### src/rtl/encoder.sv
`default_nettype none
// ============================================================================
// Module      : encoder
// Description : Registered LSB-priority encoder. Reduces a request vector of
//               2**logS bits to the binary index of its lowest set bit, with
//               valid, all-zero and (optionally) multi-hot error flags.
//               Optional feature macro: ENCODER_ONEHOT_CHECK_EN enables the
//               multi-hot (popcount >= 2) error flag; otherwise err_o is 0.
// Revision    : 1.0 - initial release
// ============================================================================
module encoder #(
  parameter int logS = 4
) (
  input  logic              clk_i,
  input  logic              rst_ni,
  input  logic              in_valid_i,
  input  logic [2**logS-1:0] in_i,
  output logic [logS-1:0]   out_o,
  output logic              out_valid_o,
  output logic              zero_o,
  output logic              err_o
);

  localparam int c_WIDTH = 2**logS;

  logic [logS-1:0] w_idx;
  logic            w_any;

  logic [logS-1:0] out_d,       out_q;
  logic            out_valid_d, out_valid_q;
  logic            zero_d,      zero_q;

  // Priority encode: scan from the top down so the lowest set bit is the
  // last assignment and therefore wins.
  always_comb begin
    w_idx = '0;
    for (int i = c_WIDTH - 1; i >= 0; i--) begin
      if (in_i[i]) begin
        w_idx = logS'(i);
      end
    end
  end

  assign w_any = |in_i;

  // Next-state for index/valid/zero; idle cycles hold index and zero flag.
  always_comb begin
    out_d       = out_q;
    out_valid_d = 1'b0;
    zero_d      = zero_q;
    if (in_valid_i) begin
      out_d       = w_any ? w_idx : '0;
      out_valid_d = w_any;
      zero_d      = ~w_any;
    end
  end

  // Result registers; reset wins over any accepted input in the same cycle.
  always_ff @(posedge clk_i) begin
    if (!rst_ni) begin
      out_q       <= '0;
      out_valid_q <= 1'b0;
      zero_q      <= 1'b0;
    end else begin
      out_q       <= out_d;
      out_valid_q <= out_valid_d;
      zero_q      <= zero_d;
    end
  end

`ifdef ENCODER_ONEHOT_CHECK_EN
  logic w_multi;
  logic err_d, err_q;

  // Clearing the lowest set bit leaves something behind only when two or
  // more bits were set, which avoids a full popcount.
  always_comb begin
    w_multi = |(in_i & (in_i - c_WIDTH'(1)));
    err_d   = in_valid_i & w_multi;
  end

  // Multi-hot error flag register.
  always_ff @(posedge clk_i) begin
    if (!rst_ni) begin
      err_q <= 1'b0;
    end else begin
      err_q <= err_d;
    end
  end

  assign err_o = err_q;
`else
  assign err_o = 1'b0;
`endif

  assign out_o       = out_q;
  assign out_valid_o = out_valid_q;
  assign zero_o      = zero_q;

endmodule
`default_nettype wire

### config.mk
export PLATFORM = sky130hd
export DESIGN_NAME = encoder
export DESIGN_NICKNAME = d
export VERILOG_FILES = /design/src/rtl/encoder.sv
export SDC_FILE = /design/constraint.sdc
export NUM_CORES = 1
export LEC_CHECK = 0
export ABC_AREA = 1
export BUFFER_PORTS_ARGS = -buffer_cell sky130_fd_sc_hd__buf_2
export CORE_AREA = 2 2 39 41
export DETAILED_ROUTE_END_ITERATION = 8
export DIE_AREA = 0 0 41 43
export MAX_ROUTING_LAYER = met4
export PLACE_DENSITY_LB_ADDON = 0.08
export SLEW_MARGIN = 25
export SYNTH_ARGS = -nofsm -noshare
export SYNTH_HDL_FRONTEND = slang
export SYNTH_SLANG_ARGS = --single-unit
### constraint.sdc
create_clock -name clk_i -period 1.9 [get_ports clk_i]
set_clock_uncertainty 0.2 [all_clocks]
set_input_delay 0.57 -clock clk_i [delete_from_list [all_inputs] [get_ports clk_i]]
set_output_delay 0.57 -clock clk_i [all_outputs]
set_load 0.005 [all_outputs]
======== Yosys cells after proc, flatten, opt, wreduce, memory -nomap -nowiden ========
Cells that the tools add are included.
W data, S select, Z words.
operators by class
  multiplexer cells ....................... 17
  bitwise operators ....................... 1
  reductions and logical operators ........ 2
operators with widths
  operator           number
  $mux W4            17
  $reduce_or A16 Y1  1
  $reduce_and A2 Y1  1
  $not A1 Y1         1
word-level totals
  register bits ........................... 6
  input port bits ......................... 19
  output and inout bits ................... 7
  word-level logic and storage cells ...... 23

======== Longest topological paths before layout ========
Gate-level depths: netlist of run 1.
  depth in word-level cells ............... 17
  depth in mapped cells ................... 17
  gate-level depth less buffers ........... 17

======== Worst setup path before layout of run 1 ========
Ideal clock, no wire load.
  path type ............................... input -> register
  start point ............................. input in_i[14]
  end point ............................... register out_q[1] (netlist: out_o[1])
  library setup time ...................... 114 ps
  data arrival time ....................... 1,362 ps
  required time ........................... 1,586 ps
  path slack .............................. 224 ps
  stages .................................. 7
  buffers on the path ..................... 0
  cell sequence ........................... or2_4 nor3_4 nand2_2 nor3_4 nor2_2 nand4_1 nand2_1
between the ends
  longest elaborated chain between the ends .. 16
  elaborated cells between the ends (all ways) .. 17
  classes of those cells .................. mux (16); reduce/logical (1)
RTL lines
  what                   line  source
  start, declared        17    input logic [2**logS-1:0] in_i,
  $mux W4 (15 in a row)  38    if (in_i[i]) begin
  $mux W4 *              52    out_d = w_any ? w_idx : '0;
  end signal, assigned   65    out_q <= out_d;
  end, declared          29    logic [logS-1:0] out_d, out_q;
Mark *: on every way between the ends. The rest lies on a longest branch, timed or not.
A chain may end at the register's enable or synchronous reset.

======== Worst setup path after layout of run 1 ========
Ends and elaborated chain as after synthesis.

==> flow_metrics.env, run 1 <==
export IMPL_rr_endpoint="out_o[3]"
export IMPL_timing_critical_path_to_type="flip-flop"
export IMPL_min_delay_start="out_o[1]"
export IMPL_share_clk_of_total_power=0.373
export IMPL_design_portCount=26
export IMPL_drt_drc_violations_left=0
export IMPL_hold_path_depth=2
export IMPL_critPathRequiredTime_ns=1.83
export IMPL_layout_min_cycle_time_ns=1.633
export IMPL_run_status="finished, final reports clean"
export IMPL_post_cts_resize_count=0
export IMPL_cts_max_path_buffers=2
export IMPL_worst_path_largest_cell_delay_ns=0.26
export IMPL_critPathKind="in2reg"
export IMPL_synth_cell_types=17
export IMPL_critical_path_cell_chain="buf_2 -> or2_4 -> nor3_4 -> nand2_2 -> nor3_4 -> nor2_2 -> nand4_1 -> nand2_1"
export IMPL_cp_data_arrival_time_ns=1.57
export IMPL_multi_input_comb_area_um2=259.0
export IMPL_syn_to_final_growth_pct=34.44
export IMPL_setup_ws_ns=0.2665
export IMPL_ctsHtreeMaxLevel=1
export IMPL_dr_first_iter_drc_count=9
export IMPL_finalWirelength_um=898
export IMPL_post_place_ws_ns=0.01437
export IMPL_die_h_um=43
export IMPL_die_area_um2=1763
export IMPL_grt_max_degree=6
export IMPL_cts_root_buf="sky130_fd_sc_hd__clkbuf_4"
export IMPL_vdd_drop_max_uv=294.1
export IMPL_grt_use_total=0.1390
export IMPL_worstSkewPairLatency_ns=0.24
export IMPL_power_frac_seq=0.414
export IMPL_synth_seq_area_share=0.2667
export IMPL_synth_warnings=0
export IMPL_cts_tree="yes"
export IMPL_worstHoldEndpoint="out_o[1]"
export IMPL_global_route_overflow_total=0
export IMPL_setup_tns_ns=0
export IMPL_yosys_area_top_type="sky130_fd_sc_hd__dfxtp_1"
export IMPL_numClockSinks=6
export IMPL_cap_violations=0
export IMPL_power_switching_fraction=0.2686
export IMPL_r2r_slack_ns=1.06
export IMPL_total_power_uw=316.3
export IMPL_netlist_area_leader_share=0.2667
export IMPL_drive_above_1_share=0.3469
export IMPL_vias=487
export IMPL_critical_path_n_buffers_inverters=1
export IMPL_grt_pass1_vias=432
export IMPL_cpLargestDelayFamily="simple AND/OR/NAND/NOR gates"
export IMPL_crit_reg2reg_launch="out_o[3]"
export IMPL_wire_length_of_the_first_global_routing_pass_um=1600
export IMPL_antenna_diode_count=0
export IMPL_power_combinational_fraction=0.213
export IMPL_yosys_top_cells_area="sky130_fd_sc_hd__dfxtp_1 27%, sky130_fd_sc_hd__nand2_1 21%, sky130_fd_sc_hd__inv_1 14%, sky130_fd_sc_hd__nand3_1 7.8%, sky130_fd_sc_hd__nor3_4 7.2%"
export IMPL_clkSlewWorstSetupHoldPaths_ns=0.04
export IMPL_worst_path_max_fanout=4
export IMPL_post_cts_setup_buffers=0
export IMPL_worst_hold_slack_ns=0.2493
export IMPL_globalplace_congestion=0.7274
export IMPL_p_leak_uw=0.0003750
export IMPL_wire_length_per_cell_um=7.877
export IMPL_initial_core_util=0.3255
export IMPL_crit_path_frequent_cell="sky130_fd_sc_hd__nor3_4"
export IMPL_placed_cell_area_um2=583.1
export IMPL_dp_hpwl_um=781.3
export IMPL_cellPowerDensity_nw_per_um2=522.3
export IMPL_period_share=0.8597
export IMPL_final_setup_viol_count=0
export IMPL_fillers=163
export IMPL_critical_path_slowest_cell="sky130_fd_sc_hd__or2_4"
export IMPL_fp_row_count=14
export IMPL_detail_route_vias_per_cell=4.272
export IMPL_intPower_uw=231.3
export IMPL_post_synth_net_total=91
export IMPL_post_route_cell_area_um2=605.6
export IMPL_cts_made_buffers=3
export IMPL_cp_startpoint="in_i[14]"
export IMPL_worst_r2r_cell_count=1
export IMPL_width_of_the_die_um=41
export IMPL_report_final_hold_viol_count=0
export IMPL_seqCellArea_um2=120.1
export IMPL_maximum_operating_frequency_mhz=612.2
export IMPL_firstDrtPassIters=4
export IMPL_grt_setup_unrepaired="no"
export IMPL_fin_nets=119
export IMPL_grt_antenna_before_repair=0
export IMPL_antenna_violating_nets_post_route=0
export IMPL_hold_path_class="reg2reg"
export IMPL_critical_path_startpoint_type="input pin"
export IMPL_timing_max_transition_violations_final=0
export IMPL_cts_hold_buffers_added=0
export IMPL_core_area_um2=1384
export IMPL_ys_ff_latch=6
export IMPL_synthesis_instances=72
export IMPL_postSynthAreaPerCell_um2=6.256
export IMPL_net_switching_power_uw=84.96
export IMPL_syn_area_um2=450.4
export IMPL_port_buffers=24
[cells in the mapped netlist, drive strengths merged]
cell	instances
inv	17
or2	1
nor4	1
nand3	7
a21oi	1
nor2	4
dfxtp	6
nor3	4
o41ai	1
a22o	1
nand4	1
buf	1
nand2	26
conb	1
[final cells by class]
cell class	instances	share of cell area
repair buffers	24	0.1983
inverters	17	0.1054
flip-flops and latches	6	0.1983
well taps	16	0.03306
multi-input cells	48	0.4277
clock buffers	3	0.03719
[sequential cells by signal, indices dropped and copies added, names as in the netlist]
name         count
zero_o           1
out_o            4
out_valid_o      1
[layout by cell type (no fill, tap or decap)]
cell type                  instances
sky130_fd_sc_hd__clkbuf_4          3
sky130_fd_sc_hd__inv_1            17
sky130_fd_sc_hd__buf_2            24
sky130_fd_sc_hd__nor3_1            2
sky130_fd_sc_hd__nor4_4            1
sky130_fd_sc_hd__nand2_1          25
sky130_fd_sc_hd__a22o_2            1
sky130_fd_sc_hd__nand4_1           1
sky130_fd_sc_hd__nand3_1           7
sky130_fd_sc_hd__nor2_2            1
sky130_fd_sc_hd__conb_1            1
sky130_fd_sc_hd__nand2_2           1
sky130_fd_sc_hd__a21oi_1           1
sky130_fd_sc_hd__dfxtp_1           6
sky130_fd_sc_hd__nor3_4            2
sky130_fd_sc_hd__nor2_1            3
sky130_fd_sc_hd__or2_4             1
sky130_fd_sc_hd__o41ai_1           1
[tightest hold or removal path: stages (launching register included)]
cell and delay (ns):
sky130_fd_sc_hd__dfxtp_1 0.30, sky130_fd_sc_hd__nand2_1 0.06, sky130_fd_sc_hd__nand2_1 0.05
[power groups by stage]
stage	Sequential (uW)	Combinational [uW]	Clock [uW]
6_report	131	67.3	118
5_1_grt	131	77.8	135
4_1_cts	131	68.4	126
3_5_place_dp	133	68.2	0
3_3_place_gp	133	67.5	0
2_1_floorplan	134	35.7	0
[metrics by stage]
step             util  std cells
6_report       0.4376        114
5_1_grt        0.4376        114
4_1_cts        0.4376        114
3_5_place_dp   0.4213        111
3_3_place_gp   0.4213        111
2_1_floorplan       -         72
[per-layer routing]
layer,GRT usage,part of all wire
met3,0.07853,0.052
met2,0.2000,0.49
met4,0.04000,0
met1,0.1613,0.46
met5,-,0
[worst max-delay path by stage]
| stage | end | slack [ns] | depth (start not counted) |
|---|---|---|---|
| final | out_o[1] | 0.27 | 8 |
| after floorplan | out_o[1] | 0.22 | 7 |
| after detailed placement | out_o[1] | 0.01 | 8 |
| after global placement | out_o[1] | 0.03 | 8 |
| after CTS | out_o[1] | 0.26 | 8 |
| after global routing | out_o[1] | 0.18 | 8 |
[kinds of logic after synthesis]
group	Yosys count	synth area share
buffers and inverters	18	0.1583
AO/OA/AOI/OAI	3	0.05277
other	1	0.008325
AND/OR/NAND/NOR	44	0.5139
flip-flops	6	0.2667
Note: power is estimated with default switching activity, not from simulation.
==> inputs of run 2 (changes only) <==
- CELL_PAD_IN_SITES_DETAIL_PLACEMENT: unset -> 1
- CELL_PAD_IN_SITES_GLOBAL_PLACEMENT: unset -> 1
- CORE_AREA: 2 2 39 41 -> unset
- CORE_MARGIN: unset -> 2
- CORE_UTILIZATION: unset -> 26
- DIE_AREA: 0 0 41 43 -> unset
==> run 2 against run 1 <==
Worst setup slack better by 0.0088 ns; clock power hardly changed; maximum frequency increased by 0.54%; final cell count grew 0.88%; sequential power is essentially flat; combinational power is 1% higher; count of clock-buffer cells in the layout unchanged; largest power group unchanged; total power fell by 0.13%.
==> flow_metrics.env, run 2 (synthesis results as in run 1) <==
export IMPL_firstDrtPassIters=4
export IMPL_critical_path_n_buffers_inverters=1
export IMPL_cts_made_buffers=3
export IMPL_crit_path_frequent_cell="sky130_fd_sc_hd__nor3_4"
export IMPL_post_cts_resize_count=0
export IMPL_worst_path_largest_cell_delay_ns=0.26
export IMPL_numClockSinks=6
export IMPL_timing_max_transition_violations_final=0
export IMPL_core_area_um2=1670
export IMPL_drt_drc_violations_left=0
export IMPL_post_cts_setup_buffers=0
export IMPL_report_final_hold_viol_count=0
export IMPL_cellPowerDensity_nw_per_um2=520.5
export IMPL_fp_row_count=15
export IMPL_intPower_uw=231.3
export IMPL_critPathRequiredTime_ns=1.84
export IMPL_cts_max_path_buffers=2
export IMPL_dr_first_iter_drc_count=3
export IMPL_p_leak_uw=0.0003750
export IMPL_fin_cells=115
export IMPL_critical_path_slowest_cell="sky130_fd_sc_hd__or2_4"
export IMPL_max_ffs_per_register=4
export IMPL_crit_reg2reg_launch="out_o[3]"
export IMPL_cts_root_buf="sky130_fd_sc_hd__clkbuf_4"
export IMPL_grt_pass1_vias=466
export IMPL_globalplace_congestion=0.6834
export IMPL_finalWirelength_um=1020
export IMPL_total_power_uw=315.8
export IMPL_cts_hold_buffers_added=0
export IMPL_min_delay_start="out_o[1]"
export IMPL_width_of_the_die_um=45.62
export IMPL_fillers=237
export IMPL_cap_violations=0
export IMPL_syn_to_final_growth_pct=34.72
export IMPL_vias=505
export IMPL_maximum_operating_frequency_mhz=615.5
export IMPL_fin_nets=119
export IMPL_cts_tree="yes"
export IMPL_antenna_violating_nets_post_route=0
export IMPL_port_buffers=24
export IMPL_critical_path_startpoint_type="input pin"
export IMPL_cp_data_arrival_time_ns=1.56
export IMPL_power_combinational_fraction=0.216
export IMPL_cp_startpoint="in_i[14]"
export IMPL_design_portCount=26
export IMPL_wire_length_per_cell_um=8.870
export IMPL_setup_tns_ns=0
export IMPL_grt_setup_unrepaired="no"
export IMPL_place_inst=112
export IMPL_die_area_um2=2081
export IMPL_initial_core_util=0.2697
export IMPL_global_route_overflow_total=0
export IMPL_worstSkewPairLatency_ns=0.24
export IMPL_vdd_drop_max_uv=111.4
export IMPL_cpLargestDelayFamily="simple AND/OR/NAND/NOR gates"
export IMPL_dp_hpwl_um=907
export IMPL_clkSlewWorstSetupHoldPaths_ns=0.05
export IMPL_critical_path_cell_chain="buf_2 -> or2_4 -> nor3_4 -> nand2_2 -> nor3_4 -> nor2_2 -> nand4_1 -> nand2_1"
export IMPL_grt_use_total=0.1178
export IMPL_critPathKind="in2reg"
export IMPL_layout_min_cycle_time_ns=1.625
export IMPL_grt_max_degree=6
export IMPL_final_setup_viol_count=0
export IMPL_net_switching_power_uw=84.54
export IMPL_share_clk_of_total_power=0.370
export IMPL_worst_path_max_fanout=4
export IMPL_run_status="finished, final reports clean"
export IMPL_layout_cells_most_common_list="25 x sky130_fd_sc_hd__nand2_1, 24 x sky130_fd_sc_hd__buf_2, 17 x sky130_fd_sc_hd__inv_1"
export IMPL_timing_critical_path_to_type="flip-flop"
export IMPL_commonest_non_fill_non_tap_cell_in_the_layout="sky130_fd_sc_hd__nand2_1"
export IMPL_antenna_diode_count=0
export IMPL_power_frac_seq=0.414
export IMPL_drive_above_1_share=0.3469
export IMPL_power_switching_fraction=0.2677
export IMPL_grt_antenna_before_repair=0
export IMPL_period_share=0.8551
export IMPL_wire_length_of_the_first_global_routing_pass_um=1711
export IMPL_detail_route_vias_per_cell=4.391
export IMPL_die_h_um=45.62
export IMPL_hold_path_class="reg2reg"
export IMPL_ctsHtreeMaxLevel=1
[run 2: cell counts in the layout (fill, tap and decap cells not counted)]
No cell type changed its count.
[run 2: final timing paths]
path,cells after the start,slack [ns],to
worst max-delay path,8,0.28,out_o[1]
worst min-delay path,2,0.25,out_o[1]
worst max register to register,1,1.06,out_o[3]
worst min register to register,2,0.25,out_o[1]
[run 2: tightest hold or removal path: stages, from the launching register on]
cell	delay (ns)
sky130_fd_sc_hd__dfxtp_1	0.30
sky130_fd_sc_hd__nand2_1	0.06
sky130_fd_sc_hd__nand2_1	0.04
[run 2: metrics by stage]
| stage | setup WS, ns | area, um2 | hold WS, ns | utilization |
|---|---|---|---|---|
| finish | 0.2754 | 606.8 | 0.2488 | 0.3633 |
| CTS | 0.2605 | 606.8 | 0.2542 | 0.3633 |
| global placement | 0.03344 | 584.3 | 0.2387 | 0.3498 |
| detailed placement | 0.003252 | 584.3 | 0.2407 | 0.3498 |
| global route | 0.1570 | 606.8 | 0.2804 | 0.3633 |
| floorplan | 0.2244 | 450.4 | 0.2463 | - |
[run 2: per-layer routing]
| layer | up-vias | GRT usage | part of all wire |
|---|---|---|---|
| li1 | 273 | - | - |
| met1 | 215 | 0.1405 | 0.46 |
| met2 | 15 | 0.1803 | 0.47 |
| met3 | 2 | 0.01190 | 0.049 |
| met4 | 0 | 0.08824 | 0.019 |
| met5 | - | - | 0 |
[run 2: cell type report]
class / count / area [um2] / share of cell area
Multi-Input combinational cell: 48 / 259.0 / 0.4268
Tap cell: 17 / 21.27 / 0.03505
Sequential cell: 6 / 120.1 / 0.1979
Clock buffer: 3 / 22.52 / 0.03711
Inverter: 17 / 63.81 / 0.1052
Timing Repair Buffer: 24 / 120.1 / 0.1979
[run 2: power groups by stage]
| stage | Sequential [uW] | Combinational, uW | Clock, uW |
|---|---|---|---|
| 6_report | 131 | 68.2 | 117 |
| 5_1_grt | 131 | 80.1 | 127 |
| 4_1_cts | 131 | 69.4 | 121 |
| 3_5_place_dp | 133 | 69.2 | 0 |
| 3_3_place_gp | 133 | 68.4 | 0 |
| 2_1_floorplan | 134 | 35.7 | 0 |
==> inputs of run 3 (changes only) <==
- BUFFER_PORTS_ARGS: -buffer_cell sky130_fd_sc_hd__buf_2 -> unset
- CORE_AREA: unset -> 2 2 39 41
- CORE_MARGIN: 2 -> unset
- CORE_UTILIZATION: 26 -> unset
- DIE_AREA: unset -> 0 0 41 43
- DONT_BUFFER_PORTS: unset -> 1
==> run 3 against run 2 <==
Critical path depth down 1; final cell count down 22%; sequential power about the same; hold slack better by 0.021 ns; critical endpoint unchanged; register-to-register slack about the same; via count down 20%; utilization down 1.2 points; non-clock buffer count down 24; total power down 9.8%; largest power group unchanged; critical path type unchanged; flip-flop and latch count unchanged; global-route usage up 0.25 points.
==> flow_metrics.env, run 3 (synthesis results as in run 1) <==
export IMPL_layout_min_cycle_time_ns=1.487
export IMPL_width_of_the_die_um=41
export IMPL_seqCellArea_um2=120.1
export IMPL_initial_core_util=0.3255
export IMPL_share_clk_of_total_power=0.399
export IMPL_worst_path_largest_cell_delay_ns=0.24
export IMPL_net_switching_power_uw=68.17
export IMPL_ctsHtreeMaxLevel=1
export IMPL_drive_above_1_share=0.1351
export IMPL_vias=406
export IMPL_post_cts_setup_buffers=0
export IMPL_core_area_um2=1384
export IMPL_critical_path_startpoint_type="input pin"
export IMPL_cts_made_buffers=3
export IMPL_numClockSinks=6
export IMPL_cellPowerDensity_nw_per_um2=586.9
export IMPL_fin_nets=95
export IMPL_post_cts_resize_count=0
export IMPL_grt_antenna_before_repair=0
export IMPL_grt_setup_unrepaired="no"
export IMPL_cap_violations=0
export IMPL_fillers=191
export IMPL_cts_max_path_buffers=2
export IMPL_grt_pass1_vias=381
export IMPL_finalWirelength_um=886
export IMPL_cts_root_buf="sky130_fd_sc_hd__clkbuf_4"
export IMPL_design_portCount=26
export IMPL_worst_hold_slack_ns=0.2701
export IMPL_power_frac_seq=0.464
export IMPL_critical_path_n_buffers_inverters=0
export IMPL_p_leak_uw=0.0002721
export IMPL_drt_drc_violations_left=0
export IMPL_crit_path_frequent_cell="sky130_fd_sc_hd__nor3_4"
export IMPL_period_share=0.7827
export IMPL_global_route_overflow_total=0
export IMPL_setup_tns_ns=0
export IMPL_cpLargestDelayFamily="simple AND/OR/NAND/NOR gates"
export IMPL_grt_max_degree=6
export IMPL_wire_length_of_the_first_global_routing_pass_um=1386
export IMPL_run_status="finished, final reports clean"
export IMPL_firstDrtPassIters=1
export IMPL_final_setup_viol_count=0
export IMPL_critPathRequiredTime_ns=1.84
export IMPL_syn_to_final_growth_pct=7.778
export IMPL_layout_cells_most_common_list="25 x sky130_fd_sc_hd__nand2_1, 17 x sky130_fd_sc_hd__inv_1, 7 x sky130_fd_sc_hd__nand3_1"
export IMPL_intPower_uw=216.7
export IMPL_critical_path_cell_chain="or2_4 -> nor3_4 -> nand2_2 -> nor3_4 -> nor2_2 -> nand4_1 -> nand2_1"
export IMPL_fp_row_count=14
export IMPL_wire_length_per_cell_um=9.844
export IMPL_timing_critical_path_to_type="flip-flop"
export IMPL_clkSlewWorstSetupHoldPaths_ns=0.04
export IMPL_globalplace_congestion=0.6802
export IMPL_max_ffs_per_register=4
export IMPL_dr_first_iter_drc_count=0
export IMPL_report_final_hold_viol_count=0
export IMPL_critPathKind="in2reg"
export IMPL_detail_route_vias_per_cell=4.511
export IMPL_antenna_diode_count=0
export IMPL_maximum_operating_frequency_mhz=672.4
export IMPL_vdd_drop_max_uv=301.0
export IMPL_power_switching_fraction=0.2393
export IMPL_grt_use_total=0.1202
export IMPL_timing_max_transition_violations_final=0
export IMPL_cp_data_arrival_time_ns=1.42
export IMPL_dp_hpwl_um=794.1
export IMPL_cts_hold_buffers_added=0
export IMPL_cts_tree="yes"
export IMPL_worstSkewPairLatency_ns=0.24
export IMPL_worst_path_max_fanout=4
export IMPL_commonest_non_fill_non_tap_cell_in_the_layout="sky130_fd_sc_hd__nand2_1"
export IMPL_die_area_um2=1763
export IMPL_antenna_violating_nets_post_route=0
export IMPL_total_power_uw=284.9
export IMPL_power_combinational_fraction=0.137
export IMPL_die_h_um=43
export IMPL_critical_path_slowest_cell="sky130_fd_sc_hd__or2_4"
export IMPL_hold_path_class="in2reg"
export IMPL_multi_input_comb_area_um2=259.0
export IMPL_port_buffers=0
-- run 3: cell count changes in the layout (fill, tap and decap cells not counted) --
cell	delta
sky130_fd_sc_hd__buf_2	-24
-- run 3: path summary, 6_finish.rpt --
| check | start | end | slack (ns) | cells after the start |
|---|---|---|---|---|
| max | in_i[14] | out_o[1] | 0.41 | 7 |
| min | in_valid_i | zero_o | 0.27 | 2 |
| max reg2reg | out_o[3] | out_o[3] | 1.05 | 1 |
| min reg2reg | out_o[1] | out_o[1] | 0.28 | 2 |
-- run 3: area by class of cell --
cell class                      count  share of cell area
Sequential cell                     6              0.2474
Tap cell                           16             0.04124
Multi-Input combinational cell     48              0.5335
Clock buffer                        3             0.04639
Inverter                           17              0.1314
-- run 3: stage by stage --
stage          cells  setup WS (ns)  cell area [um2]    util
3_3_place_gp      87         0.1503            462.9  0.3345
6_report          90         0.4128            485.5  0.3508
2_1_floorplan     72         0.2244            450.4       -
4_1_cts           90         0.3935            485.5  0.3508
3_5_place_dp      87         0.1340            462.9  0.3345
5_1_grt           90         0.3282            485.5  0.3508
-- run 3: routing by layer --
metal  track usage  up-vias  part of all wire
met5             -        -                 0
met4       0.04000        0                 0
met3       0.08901        0             0.076
met2        0.1781       16              0.46
met1        0.1186      169              0.46
li1              -      221                 -
-- run 3: power groups by stage --
stage,logic (uW),clock network (uW),registers (uW)
after floorplan,35.7,0,134
after global placement,39.7,0,134
after detailed placement,40.0,0,134
after CTS,40.1,122,132
after global routing,46.2,125,133
final,39.0,114,132
